### config.mk
export PLATFORM = sky130hd
export DESIGN_NAME = alu_result_drain_flat
export DESIGN_NICKNAME = d
export VERILOG_FILES = /design/src/rtl/alu_result_drain_if.sv /design/src/rtl/alu_result_drain.sv /design/src/flat_wrapper.sv
export SDC_FILE = /design/constraint.sdc
export NUM_CORES = 1
export LEC_CHECK = 0
export ABC_CLOCK_PERIOD_IN_PS = 3900
export CORE_MARGIN = 1
export CORE_UTILIZATION = 46
export DETAILED_ROUTE_END_ITERATION = 10
export GPL_TIMING_DRIVEN = 1
export PLACE_DENSITY_LB_ADDON = 0.12
export SYNTH_ARGS = -nofsm -noshare
export SYNTH_HDL_FRONTEND = slang
export SYNTH_SLANG_ARGS = --single-unit
### constraint.sdc
create_clock -name clock -period 3.9 [get_ports clock]
set_clock_uncertainty 0.2 [all_clocks]
set_input_delay 0.78 -clock clock [delete_from_list [all_inputs] [get_ports clock]]
set_output_delay 0.78 -clock clock [all_outputs]
set_load 0.02 [all_outputs]
### src/rtl/alu_result_drain_if.sv
// Handshake bundle between the ALU result producer, the drain buffer and the
// 32-bit writeback datapath consumer.
interface alu_result_drain_if;
  logic        in_valid;
  logic        in_ready;
  logic [63:0] in_result;
  logic        in_zero;
  logic [3:0]  in_op;
  logic        out_valid;
  logic        out_ready;
  logic [31:0] out_data;
  logic        out_hi;
  logic        out_last;
  logic        out_zero;

  // Environment side: produces results and consumes beats.
  modport master (
    output in_valid, in_result, in_zero, in_op, out_ready,
    input  in_ready, out_valid, out_data, out_hi, out_last, out_zero
  );

  // Drain buffer side.
  modport slave (
    input  in_valid, in_result, in_zero, in_op, out_ready,
    output in_ready, out_valid, out_data, out_hi, out_last, out_zero
  );
endinterface

### src/rtl/alu_result_drain.sv
// Buffers 64-bit ALU results and drains them as 32-bit beats: multiply and
// divide results go out LO then HI, everything else as a single LO beat.
module alu_result_drain #(
  parameter  int DEPTH = 2,
  localparam int PTR_W = $clog2(DEPTH)
) (
  input  logic               clock,
  input  logic               clear,
  alu_result_drain_if.slave  bus,
  output logic [PTR_W:0]     count,
  output logic               dbg_beat
);

  typedef enum logic { BEAT_LO = 1'b0, BEAT_HI = 1'b1 } beat_e;

  localparam logic [PTR_W:0] FULL = (PTR_W + 1)'(DEPTH);
  localparam logic [3:0] OP_MUL = 4'b0111;
  localparam logic [3:0] OP_DIV = 4'b1010;

  logic [63:0] mem_result [DEPTH];
  logic        mem_zero   [DEPTH];
  logic [3:0]  mem_op     [DEPTH];

  logic [PTR_W-1:0] wptr;
  logic [PTR_W-1:0] rptr;
  beat_e            beat;

  logic        push;
  logic        pop;
  logic        xfer;
  logic        head_wide;
  logic [63:0] head_result;
  logic        head_zero;
  logic [3:0]  head_op;

  // Handshakes: a transfer happens on a rising edge where valid and ready are
  // both high; valid never waits on ready, and a presented beat holds stable
  // until it is accepted. in_ready depends only on count, so a full buffer
  // refuses a push even when a pop happens in the same cycle.
  assign bus.in_ready  = (count != FULL);
  assign bus.out_valid = (count != '0);

  assign push = bus.in_valid && bus.in_ready;
  assign xfer = bus.out_valid && bus.out_ready;

  assign head_result = mem_result[rptr];
  assign head_zero   = mem_zero[rptr];
  assign head_op     = mem_op[rptr];
  assign head_wide   = (head_op == OP_MUL) || (head_op == OP_DIV);

  // A wide head stays put while its LO beat goes out; the HI beat pops it.
  assign pop = xfer && !(head_wide && (beat == BEAT_LO));

  assign dbg_beat = beat;

  always_comb begin
    bus.out_data = '0;
    bus.out_hi   = 1'b0;
    bus.out_last = 1'b0;
    bus.out_zero = 1'b0;
    if (bus.out_valid) begin
      bus.out_data = (beat == BEAT_HI) ? head_result[63:32] : head_result[31:0];
      bus.out_hi   = (beat == BEAT_HI);
      bus.out_last = !head_wide || (beat == BEAT_HI);
      bus.out_zero = head_zero;
    end
  end

  // Storage is not reset; entries are only read once count says they are valid.
  always_ff @(posedge clock) begin
    if (push) begin
      mem_result[wptr] <= bus.in_result;
      mem_zero[wptr]   <= bus.in_zero;
      mem_op[wptr]     <= bus.in_op;
    end
  end

  always_ff @(posedge clock or posedge clear) begin
    if (clear) begin
      wptr  <= '0;
      rptr  <= '0;
      count <= '0;
      beat  <= BEAT_LO;
    end else begin
      if (push) wptr <= wptr + 1'b1;
      if (pop)  rptr <= rptr + 1'b1;
      case ({push, pop})
        2'b10:   count <= count + 1'b1;
        2'b01:   count <= count - 1'b1;
        default: count <= count;
      endcase
      if (xfer) begin
        beat <= (head_wide && (beat == BEAT_LO)) ? BEAT_HI : BEAT_LO;
      end
    end
  end

endmodule

### src/flat_wrapper.sv
// flat-port wrapper written by rule: the top's interface ports become plain ports
module alu_result_drain_flat 
#(
  parameter  int DEPTH = 2,
  localparam int PTR_W = $clog2(DEPTH)
)
  (clock, clear, count, dbg_beat, bus_in_valid, bus_in_result, bus_in_zero, bus_in_op, bus_out_ready, bus_in_ready, bus_out_valid, bus_out_data, bus_out_hi, bus_out_last, bus_out_zero);
  alu_result_drain_if bus_i ();
  input  logic clock;
  input  logic clear;
  output logic [PTR_W:0] count;
  output logic dbg_beat;
  input wire logic [$bits(bus_i.in_valid)-1:0] bus_in_valid;
  input wire logic [$bits(bus_i.in_result)-1:0] bus_in_result;
  input wire logic [$bits(bus_i.in_zero)-1:0] bus_in_zero;
  input wire logic [$bits(bus_i.in_op)-1:0] bus_in_op;
  input wire logic [$bits(bus_i.out_ready)-1:0] bus_out_ready;
  output wire logic [$bits(bus_i.in_ready)-1:0] bus_in_ready;
  output wire logic [$bits(bus_i.out_valid)-1:0] bus_out_valid;
  output wire logic [$bits(bus_i.out_data)-1:0] bus_out_data;
  output wire logic [$bits(bus_i.out_hi)-1:0] bus_out_hi;
  output wire logic [$bits(bus_i.out_last)-1:0] bus_out_last;
  output wire logic [$bits(bus_i.out_zero)-1:0] bus_out_zero;
  assign bus_i.in_valid = bus_in_valid;
  assign bus_i.in_result = bus_in_result;
  assign bus_i.in_zero = bus_in_zero;
  assign bus_i.in_op = bus_in_op;
  assign bus_i.out_ready = bus_out_ready;
  assign bus_in_ready = bus_i.in_ready;
  assign bus_out_valid = bus_i.out_valid;
  assign bus_out_data = bus_i.out_data;
  assign bus_out_hi = bus_i.out_hi;
  assign bus_out_last = bus_i.out_last;
  assign bus_out_zero = bus_i.out_zero;
  alu_result_drain #(.DEPTH(DEPTH)) u_core (.clock(clock), .clear(clear), .bus(bus_i), .count(count), .dbg_beat(dbg_beat));
endmodule
==> flow_metrics.tcl <==
set metrics [dict create \
    ys_seq_elements 143 \
    drc 10 \
    maxCapViolations 0 \
    grt-ovfl-total 0 \
    syn-num-nets 327 \
    placed_area_um2 6840 \
    vias 2783 \
    holdWs_ns 0.319 \
    tns_ns 0 \
    utilization_pct 64.7 \
    rows 39 \
    fin_crit_sh_pct 89.6 \
    layout-drive-gt1-share_pct 20.5 \
    power_density_nw_per_um2 844 \
    reg2reg_from "u_core.count[0]" \
    drt_iter0_drc 135 \
    syn_inst 253 \
    ant_nets 0 \
    pin_count 113 \
    diodes 0 \
    die_h_um 112 \
    rsz0062_at_grt "no" \
    cts_hold_buffers 0 \
    grt_use_met2_pct 27.6 \
    first_pass_iters 7 \
    postSynthAreaPerCell_um2 21.9 \
    period_needed_ns 3.49 \
    cp-end-kind "output pin" \
    slew_headroom_pct 41.2 \
    arrival_ns 2.51 \
    ys_seq_area_share_pct 77.1 \
    gr-max-usage-layer "met2" \
    hold_path.class "reg2reg" \
    htreeDepth 4 \
    cp_cell_sequence "mux4_2 -> and2_1 -> clkdlybuf4s50_1" \
    grt_max_degree 62 \
    die_w_um 112 \
    track_usage_pct 17.0 \
    postCtsSetupBuffers 0 \
    grt_pass1_vias 3007 \
    clkSinkCount 143 \
    clk_pin_slew_ns 0.06 \
    hold_start "u_core.count[1]" \
    syn_area_um2 5540 \
    yosys_warnings 0 \
    worst-r2r-setup-slack_ns 1.42 \
    vdd_ir_drop_max_mv 0.418 \
    startpoint_type "register" \
    max_freq_mhz 286 \
    cp.required_ns 2.92 \
    port_buffers 112 \
    grt_antenna_before_repair 1 \
    fin_area_um2 7480 \
    worstSkewPairLatency_ns 0.42 \
    nets 452 \
    core_area_um2 11600 \
    violations "design-rule violations" \
    status "finished with violations" \
    mostFrequentLayoutCell "edfxtp_1" \
    post_drt_wl_per_cell_um 18.0 \
    hold_end "u_core.count[1]" \
    use_met1_pct 20.1 \
    r2r-end "u_core.count[1]" \
    die-area_um2 12500 \
    gp_congestion 0.701 \
    root_buffer "clkbuf_16" \
    grt_pass1_wl_um 15300 \
    max-clock-path-buffers 2 \
    crit_fanout 36 \
    start_util_pct 47.9 \
    ys_types 27 \
    layout_common_cells "edfxtp_1 (138), clkdlybuf4s50_1 (112), and2_1 (33)" \
    vias_per_cell 5.21 \
    use_met3_pct 5.99 \
    cts_inserted_buffers 17 \
    worst-setup-path-type "reg2out" \
    cts_tree "built" \
    worst_pin_slew_ns 0.881 \
    leakage_nw 2.51 \
    hpwlAfterDp_um 6010 \
    cts_resized 0 \
    setup-violations-final 0 \
    finalHoldViolations 0 \
    slew_viol_final 0 \
    slowest_stage "dfrtp_2" \
    r2r_cells 8 \
    hold_depth 1 \
    detail_route.wirelength_um 9600 \
    syn2layout_area_growth_pct 35.1 \
    max_stage_delay_ns 0.94 \
]
-- worst max path at each step --
stage               startpoint                  end  slack [ns]
6_report       u_core.dbg_beat     bus_out_data[16]        0.41
5_1_grt        u_core.count[0]           bus_out_hi        0.31
4_1_cts        u_core.dbg_beat     bus_out_data[16]        0.36
3_5_place_dp   u_core.dbg_beat     bus_out_data[14]        0.81
3_3_place_gp   u_core.dbg_beat     bus_out_data[16]        0.81
2_1_floorplan  u_core.count[0]  u_core.mem_op[0][0]        0.51
-- power by group --
part	switching (mW)	total (mW)	internal [mW]
combinational	1.11	2.31	1.21
sequential	0.163	2.27	2.10
clock	0.603	1.73	1.13
-- logic make-up (layout without fill, tap and decap cells) --
kind of cell             after synthesis  after routing  share of synthesized area [%]
buffers and inverters                 14            152                           1.65
flip-flops                           143            143                           77.1
AND/OR/NAND/NOR                       45             45                           4.68
XOR/XNOR                               5              5                          0.791
multiplexers                          41             41                           14.8
adder cells (fa/ha/maj)                1              1                          0.226
AO/OA/AOI/OAI                          4              4                          0.791
-- layout make-up --
| cell class | instances | area, um^2 |
|---|---|---|
| clock buffers | 17 | 425 |
| repair buffers | 118 | 1190 |
| flip-flops and latches | 143 | 4270 |
| fillers | 824 | 4080 |
| inverters | 2 | 7.51 |
| well taps | 143 | 179 |
| clock inverters | 15 | 219 |
| multi-input cells | 96 | 1190 |
-- cell usage after synthesis --
cell type	number	share of area, %
xor2_1	2	0.32
clkbuf_1	3	0.20
dfrtp_1	5	2.3
buf_1	1	0.068
nor2_1	6	0.41
o211ai_2	1	0.23
nand3_1	2	0.18
xnor2_1	3	0.47
inv_1	1	0.068
mux2_2	3	0.61
mux2_4	1	0.27
nand2_1	2	0.14
o2111ai_1	1	0.16
buf_4	3	0.41
buf_2	3	0.27
buf_12	1	0.36
a21boi_1	1	0.14
ha_1	1	0.23
and3_1	1	0.11
o2111ai_2	1	0.27
mux2i_1	5	0.90
edfxtp_1	138	75
nand2b_1	1	0.11
mux4_2	32	13
buf_6	1	0.20
and2_1	33	3.7
clkinv_1	1	0.068
-- per-stage QoR --
stage,std cells,setup slack (ns),power (mW)
2_1_floorplan,253,0.512,3.73
3_3_place_gp,502,0.813,4.63
3_5_place_dp,502,0.812,4.66
4_1_cts,534,0.356,6.40
5_1_grt,534,0.307,6.61
6_report,534,0.407,6.31
-- sequential cells by signal, summed over array words and instances, names as in the netlist --
| register | count |
|---|---|
| u_core.mem_op | 8 |
| u_core.rptr | 1 |
| u_core.mem_result | 128 |
| u_core.dbg_beat | 1 |
| u_core.count | 2 |
| u_core.wptr | 1 |
| u_core.mem_zero | 2 |
-- worst max-delay path, delay by kind of cell (launching register included) --
family	cells	cell delay, ns
mux	1	0.42
flops	1	0.94
buf+inv	1	0.54
simple gates	1	0.18
-- metal layers --
| layer | vias up | share of wire (%) |
|---|---|---|
| li1 | 1283 | - |
| met5 | - | 0.11 |
| met3 | 16 | 6.4 |
| met2 | 81 | 50 |
| met4 | 2 | 2.1 |
| met1 | 1401 | 42 |
Note: power is estimated with default switching activity, not from simulation.
